### src/rtl/hazard_scoreboard_if.sv
// hazard_scoreboard_if: decode-stage hazard bus between the decode stage (master) and the scoreboard (slave).
interface hazard_scoreboard_if #(parameter int STALL_CNT_W = 16);
  logic                   enable;
  logic                   flush;
  logic [3:0]             id_src_gp;
  logic                   id_src_en;
  logic [3:0]             id_tgt_gp;
  logic                   id_tgt_rd_en;
  logic                   id_wr_en;
  logic [1:0]             id_wr_lat;
  logic                   stall_out;
  logic [15:0]            busy_mask;
  logic [STALL_CNT_W-1:0] stall_cnt;
  modport master (
    output enable, flush, id_src_gp, id_src_en, id_tgt_gp, id_tgt_rd_en, id_wr_en, id_wr_lat,
    input  stall_out, busy_mask, stall_cnt
  );
  modport slave (
    input  enable, flush, id_src_gp, id_src_en, id_tgt_gp, id_tgt_rd_en, id_wr_en, id_wr_lat,
    output stall_out, busy_mask, stall_cnt
  );
endinterface

### src/rtl/hazard_scoreboard.sv
// hazard_scoreboard: per-register pending-write counters driving the decode stall, busy mask and stall counter.
module hazard_scoreboard #(
  parameter int STALL_CNT_W = 16
) (
  input logic                clk,
  input logic                rst,
  hazard_scoreboard_if.slave bus
);
  logic [15:0][1:0]       cnt_q, cnt_d;
  logic [STALL_CNT_W-1:0] stall_cnt_q, stall_cnt_d;
  logic [15:0]            busy;
  logic                   stall, issue;
  always_comb begin
    stall = (bus.id_src_en && cnt_q[bus.id_src_gp] != 2'd0) ||
            (bus.id_tgt_rd_en && cnt_q[bus.id_tgt_gp] != 2'd0);
    issue = bus.enable && !stall && !bus.flush && bus.id_wr_en && bus.id_tgt_gp != 4'd0;
    busy  = '0;
    cnt_d = cnt_q;
    for (int r = 1; r < 16; r++) begin
      busy[r] = cnt_q[r] != 2'd0;
      // the issuing register takes its new latency instead of decrementing
      if (bus.enable)
        cnt_d[r] = bus.flush ? 2'd0 :
                   (issue && bus.id_tgt_gp == 4'(r)) ? bus.id_wr_lat :
                   busy[r] ? cnt_q[r] - 2'd1 : 2'd0;
    end
    cnt_d[0] = 2'd0;
    stall_cnt_d = (bus.enable && stall && !bus.flush && stall_cnt_q != '1) ?
                  stall_cnt_q + STALL_CNT_W'(1) : stall_cnt_q;
  end
  always_ff @(posedge clk or posedge rst) begin
    if (rst) begin
      cnt_q       <= '0;
      stall_cnt_q <= '0;
    end else begin
      cnt_q       <= cnt_d;
      stall_cnt_q <= stall_cnt_d;
    end
  end
  assign bus.stall_out = stall;
  assign bus.busy_mask = busy;
  assign bus.stall_cnt = stall_cnt_q;
endmodule

### src/flat_wrapper.sv
// flat-port wrapper written by rule: the top's interface ports become plain ports
module hazard_scoreboard_flat 
#(
  parameter int STALL_CNT_W = 16
)
  (clk, rst, bus_enable, bus_flush, bus_id_src_gp, bus_id_src_en, bus_id_tgt_gp, bus_id_tgt_rd_en, bus_id_wr_en, bus_id_wr_lat, bus_stall_out, bus_busy_mask, bus_stall_cnt);
  hazard_scoreboard_if #(.STALL_CNT_W(STALL_CNT_W)) bus_i ();
  input logic clk;
  input logic rst;
  input wire logic [$bits(bus_i.enable)-1:0] bus_enable;
  input wire logic [$bits(bus_i.flush)-1:0] bus_flush;
  input wire logic [$bits(bus_i.id_src_gp)-1:0] bus_id_src_gp;
  input wire logic [$bits(bus_i.id_src_en)-1:0] bus_id_src_en;
  input wire logic [$bits(bus_i.id_tgt_gp)-1:0] bus_id_tgt_gp;
  input wire logic [$bits(bus_i.id_tgt_rd_en)-1:0] bus_id_tgt_rd_en;
  input wire logic [$bits(bus_i.id_wr_en)-1:0] bus_id_wr_en;
  input wire logic [$bits(bus_i.id_wr_lat)-1:0] bus_id_wr_lat;
  output wire logic [$bits(bus_i.stall_out)-1:0] bus_stall_out;
  output wire logic [$bits(bus_i.busy_mask)-1:0] bus_busy_mask;
  output wire logic [$bits(bus_i.stall_cnt)-1:0] bus_stall_cnt;
  assign bus_i.enable = bus_enable;
  assign bus_i.flush = bus_flush;
  assign bus_i.id_src_gp = bus_id_src_gp;
  assign bus_i.id_src_en = bus_id_src_en;
  assign bus_i.id_tgt_gp = bus_id_tgt_gp;
  assign bus_i.id_tgt_rd_en = bus_id_tgt_rd_en;
  assign bus_i.id_wr_en = bus_id_wr_en;
  assign bus_i.id_wr_lat = bus_id_wr_lat;
  assign bus_stall_out = bus_i.stall_out;
  assign bus_busy_mask = bus_i.busy_mask;
  assign bus_stall_cnt = bus_i.stall_cnt;
  hazard_scoreboard #(.STALL_CNT_W(STALL_CNT_W)) u_core (.clk(clk), .rst(rst), .bus(bus_i));
endmodule
### config.mk
export PLATFORM = sky130hd
export DESIGN_NAME = hazard_scoreboard_flat
export DESIGN_NICKNAME = d
export VERILOG_FILES = /design/src/rtl/hazard_scoreboard_if.sv /design/src/rtl/hazard_scoreboard.sv /design/src/flat_wrapper.sv
export SDC_FILE = /design/constraint.sdc
export NUM_CORES = 1
export LEC_CHECK = 0
export ABC_CLOCK_PERIOD_IN_PS = 4230
export CORE_UTILIZATION = 50
export DETAILED_ROUTE_END_ITERATION = 6
export GPL_TIMING_DRIVEN = 0
export HOLD_SLACK_MARGIN = 0.06
export PLACE_DENSITY = 0.78
export SLEW_MARGIN = 10
export SYNTH_ARGS = -nofsm -noshare
export SYNTH_HDL_FRONTEND = slang
export SYNTH_SLANG_ARGS = --single-unit
### constraint.sdc
create_clock -name clk -period 4.23 [get_ports clk]
set_input_delay 0.846 -clock clk [delete_from_list [all_inputs] [get_ports clk]]
set_output_delay 0.846 -clock clk [all_outputs]
set_load 0.05 [all_outputs]
==> impl_metrics.env <==
export IMPL_mostFrequentLayoutCells="46 x dfrtp_1, 45 x clkdlybuf4s50_1, 28 x inv_1"
export IMPL_drt_first_pass_iters=5
export IMPL_ys_ff_latch=46
export IMPL_diodes=0
export IMPL_net_switching_power_uw=350.0
export IMPL_hold_class="reg2reg"
export IMPL_drtIter0Drc=347
export IMPL_slew_headroom_pct=32.95
export IMPL_power_mw=1.069
export IMPL_pwr_share_comb_pct=22.7
export IMPL_rsz0062_at_grt="no"
export IMPL_wl_met3_um=702
export IMPL_grt_usage_pct=28.21
export IMPL_status="completed"
export IMPL_crit_required_ns=3.38
export IMPL_clock_fmax_ghz=0.2446
export IMPL_clk_pin_slew_ns=0.09
export IMPL_r2r_slack_ns=1.11
export IMPL_totalWireLength_mm=8.038
export IMPL_ant_nets=0
export IMPL_highest_signal_layer="met4"
export IMPL_holdPathStages=1
export IMPL_ys_warn_count=0
export IMPL_clk_root_buffer_cell="clkbuf_8"
export IMPL_cts_sinks=46
export IMPL_core_area_um2=5540
export IMPL_area_growth_syn_to_layout_pct=24.19
export IMPL_io_pins=50
export IMPL_holdPathEnd="u_core.bus.stall_cnt[12]$_DFFE_PP0P_"
export IMPL_seqCellArea_um2=1151
export IMPL_sw_frac_of_total_pct=32.75
export IMPL_wl_met1_mm=3.414
export IMPL_period_needed_ns=4.089
export IMPL_syn_num_nets=340
export IMPL_gr_total_overflow=0
export IMPL_hold_viol_final=0
export IMPL_tightest_slew_ns=1.003
export IMPL_synthCells=322
export IMPL_r2r_end="u_core.cnt_q[9]$_DFFE_PP0P_"
export IMPL_gp_congestion=1.024
export IMPL_p_leak_nw=1.545
export IMPL_timing_critical_path_from="bus_id_tgt_gp[1]"
export IMPL_fin_crit_sh_pct=96.67
export IMPL_worstPathArrival_ns=3.24
export IMPL_nFillCells=484
export IMPL_htreeDepth=2
export IMPL_layout_commonest_cell="dfrtp_1"
export IMPL_fin_skew_ns=0.008122
export IMPL_grt_max_degree=30
export IMPL_start_util_pct=52.01
export IMPL_wl_met2_mm=3.710
export IMPL_worstSetupPathType="in2out"
export IMPL_cts_tree="built"
export IMPL_yosysSeqAreaShare_pct=39.95
export IMPL_worst_r2r_path_depth=10
export IMPL_clockBufferDepth=2
export IMPL_postSynth_asyncResetShare_pct=100.0
export IMPL_p_per_area_nw_per_um2=298.7
export IMPL_grt_pass1_vias=2681
export IMPL_pwr_share_seq_pct=45.0
export IMPL_die_area_um2=6071
export IMPL_io_buffer_count=46
export IMPL_via_per_inst=6.295
export IMPL_critPathLaunchType="input pin"
export IMPL_netlist_area_um2=2882
export IMPL_ys_flop_type="dfrtp_1"
export IMPL_die_h_um=77.92
export IMPL_synth_edf_count=0
export IMPL_ir_drop_uv=310.4
export IMPL_final_setup_viol_count=0
export IMPL_wl_per_cell_um=17.94
export IMPL_endpoint_kind="output port"
export IMPL_maxCapViolCount=0
export IMPL_placed_area_um2=3453
export IMPL_multi_input_area_um2=1533
export IMPL_final_cell_area_um2=3578
export IMPL_internal_power_uw=718.7
export IMPL_vias=2820
export IMPL_row_count=27
export IMPL_clock_latency_ns=0.30
export IMPL_grt_pass1_wl_mm=13.45
export IMPL_drc_errors=0
export IMPL_antenna_found_initial=0
export IMPL_synth_avg_cell_area_um2=8.949
export IMPL_rr_startpoint="u_core.cnt_q[29]$_DFFE_PP0P_"
export IMPL_drive_above_1_share_pct=10.11
export IMPL_cp_max_fo=11
export IMPL_hold_start="u_core.bus.stall_cnt[12]$_DFFE_PP0P_"
export IMPL_synth_cell_type_count=49
export IMPL_maxSlewViolCount=0
export IMPL_dp_hpwl_mm=5.802
export IMPL_final_nets=393
export IMPL_die_width_um=77.92
export IMPL_numCtsBuffers=5
export IMPL_clkPwrFrac_pct=32.3
[cell families (layout without fill, tap and decap cells)]
kind of cell               after synthesis  count (layout)  synth area share [%]
xor gates and xnor gates                15              15                 4.559
buffers and inverters                   51             105                 7.208
muxes                                    7               7                 3.908
AOI/OAI and AO/OA                       72              72                 20.50
other                                    1               1                0.1301
DFF                                     46              46                 39.95
adders and majority gates                1               1                0.4341
and+or+nand+nor                        129             129                 23.32
[critical path: stages]
cell and delay (ns):
clkdlybuf4s50_1 0.58, mux4_2 0.53, o311ai_0 0.29, a31oi_1 0.08, o21a_2 0.29, inv_4 0.15, clkbuf_4 0.25, buf_4 0.23
[repair_timing]
item / 4_1_cts / 5_1_grt
endpoints found under the setup margin: 1 / 1
setup buffers: 0 / 0
hold buffers: 0 / 0
gates resized for setup: 7 / 4
[synthesized netlist by cell type (2+ instances only)]
cell type  instances  area share [%]
buf_2              4            0.69
nand2_1           24             3.1
or3_1              3            0.65
nor3_1            23             4.0
o311ai_0           7             2.1
o221ai_1          11             3.3
dfrtp_1           46              40
and3_1             8             1.7
xnor2_1            6             1.8
o21ai_0            8             1.4
clkbuf_1          14             1.8
inv_1             29             3.8
nand3_1           24             4.2
nand2b_1           2            0.43
a221o_1            2            0.69
nor2_1            14             1.8
and2_1             3            0.65
a21oi_1            4            0.69
or3b_2             2            0.61
mux4_2             3             2.3
nor4b_1            2            0.61
mux2_2             4             1.6
a32oi_1            2            0.61
a211o_1            8             2.4
nor2b_1            3            0.65
a31oi_1            2            0.43
xor2_1             9             2.7
and4_1             2            0.61
o2111a_1           6             2.3
nand4_1            3            0.65
o211ai_1           2            0.52
or4_1              2            0.52
or2_1              7             1.5
o2111ai_1         12             3.6
or2_2              6             1.3
a211oi_1           2            0.52
[sequential cells by signal, indices dropped and copies added (netlist names)]
register              count
u_core.cnt_q             30
u_core.bus.stall_cnt     16
[through the flow]
| stage | setup slack, ns | setup TNS [ns] | cells | hold WS, ns | util (%) |
|---|---|---|---|---|---|
| after floorplan | 0.6625 | 0 | 322 | 0.4875 | - |
| after global placement | -0.9075 | -0.9075 | 440 | 0.4723 | 61.95 |
| after detailed placement | -0.9572 | -0.9572 | 441 | 0.4725 | 62.33 |
| after CTS | 0.04705 | 0 | 448 | 0.4924 | 64.34 |
| after global routing | 0.03664 | 0 | 448 | 0.5091 | 64.59 |
| final | 0.1410 | 0 | 448 | 0.4878 | 64.59 |
[how the worst max path moves through the flow]
stage	endpoint	slack [ns]	depth (start not counted)
global placement	bus_stall_out	-0.91	11
global route	bus_stall_out	0.04	8
finish	bus_stall_out	0.14	8
floorplan	bus_stall_out	0.66	8
CTS	bus_stall_out	0.05	10
detailed placement	bus_stall_out	-0.96	11
[cell type report]
type | count | area share (%)
Clock inverter | 3 | 1.329
Clock buffer | 5 | 1.923
Timing Repair Buffer | 47 | 13.36
Sequential cell | 46 | 32.17
Inverter | 31 | 3.322
Tap cell | 72 | 2.517
Buffer | 19 | 2.552
Multi-Input combinational cell | 225 | 42.83
[power by group through the flow]
stage	clock network (mW)	registers, mW	logic [mW]
after detailed placement	0	0.489	0.240
after global placement	0	0.488	0.235
after floorplan	0	0.550	0.0878
after global routing	0.366	0.485	0.260
final	0.345	0.481	0.243
after CTS	0.349	0.481	0.240
[metal layers]
metal / vias to the layer above / track usage (%)
met5: - / 0
li1: 1300 / -
met1: 1326 / 38.59
met4: 0 / 7.778
met3: 26 / 4.471
met2: 168 / 46.46
No activity file was read; power rests on OpenSTA's default activity.
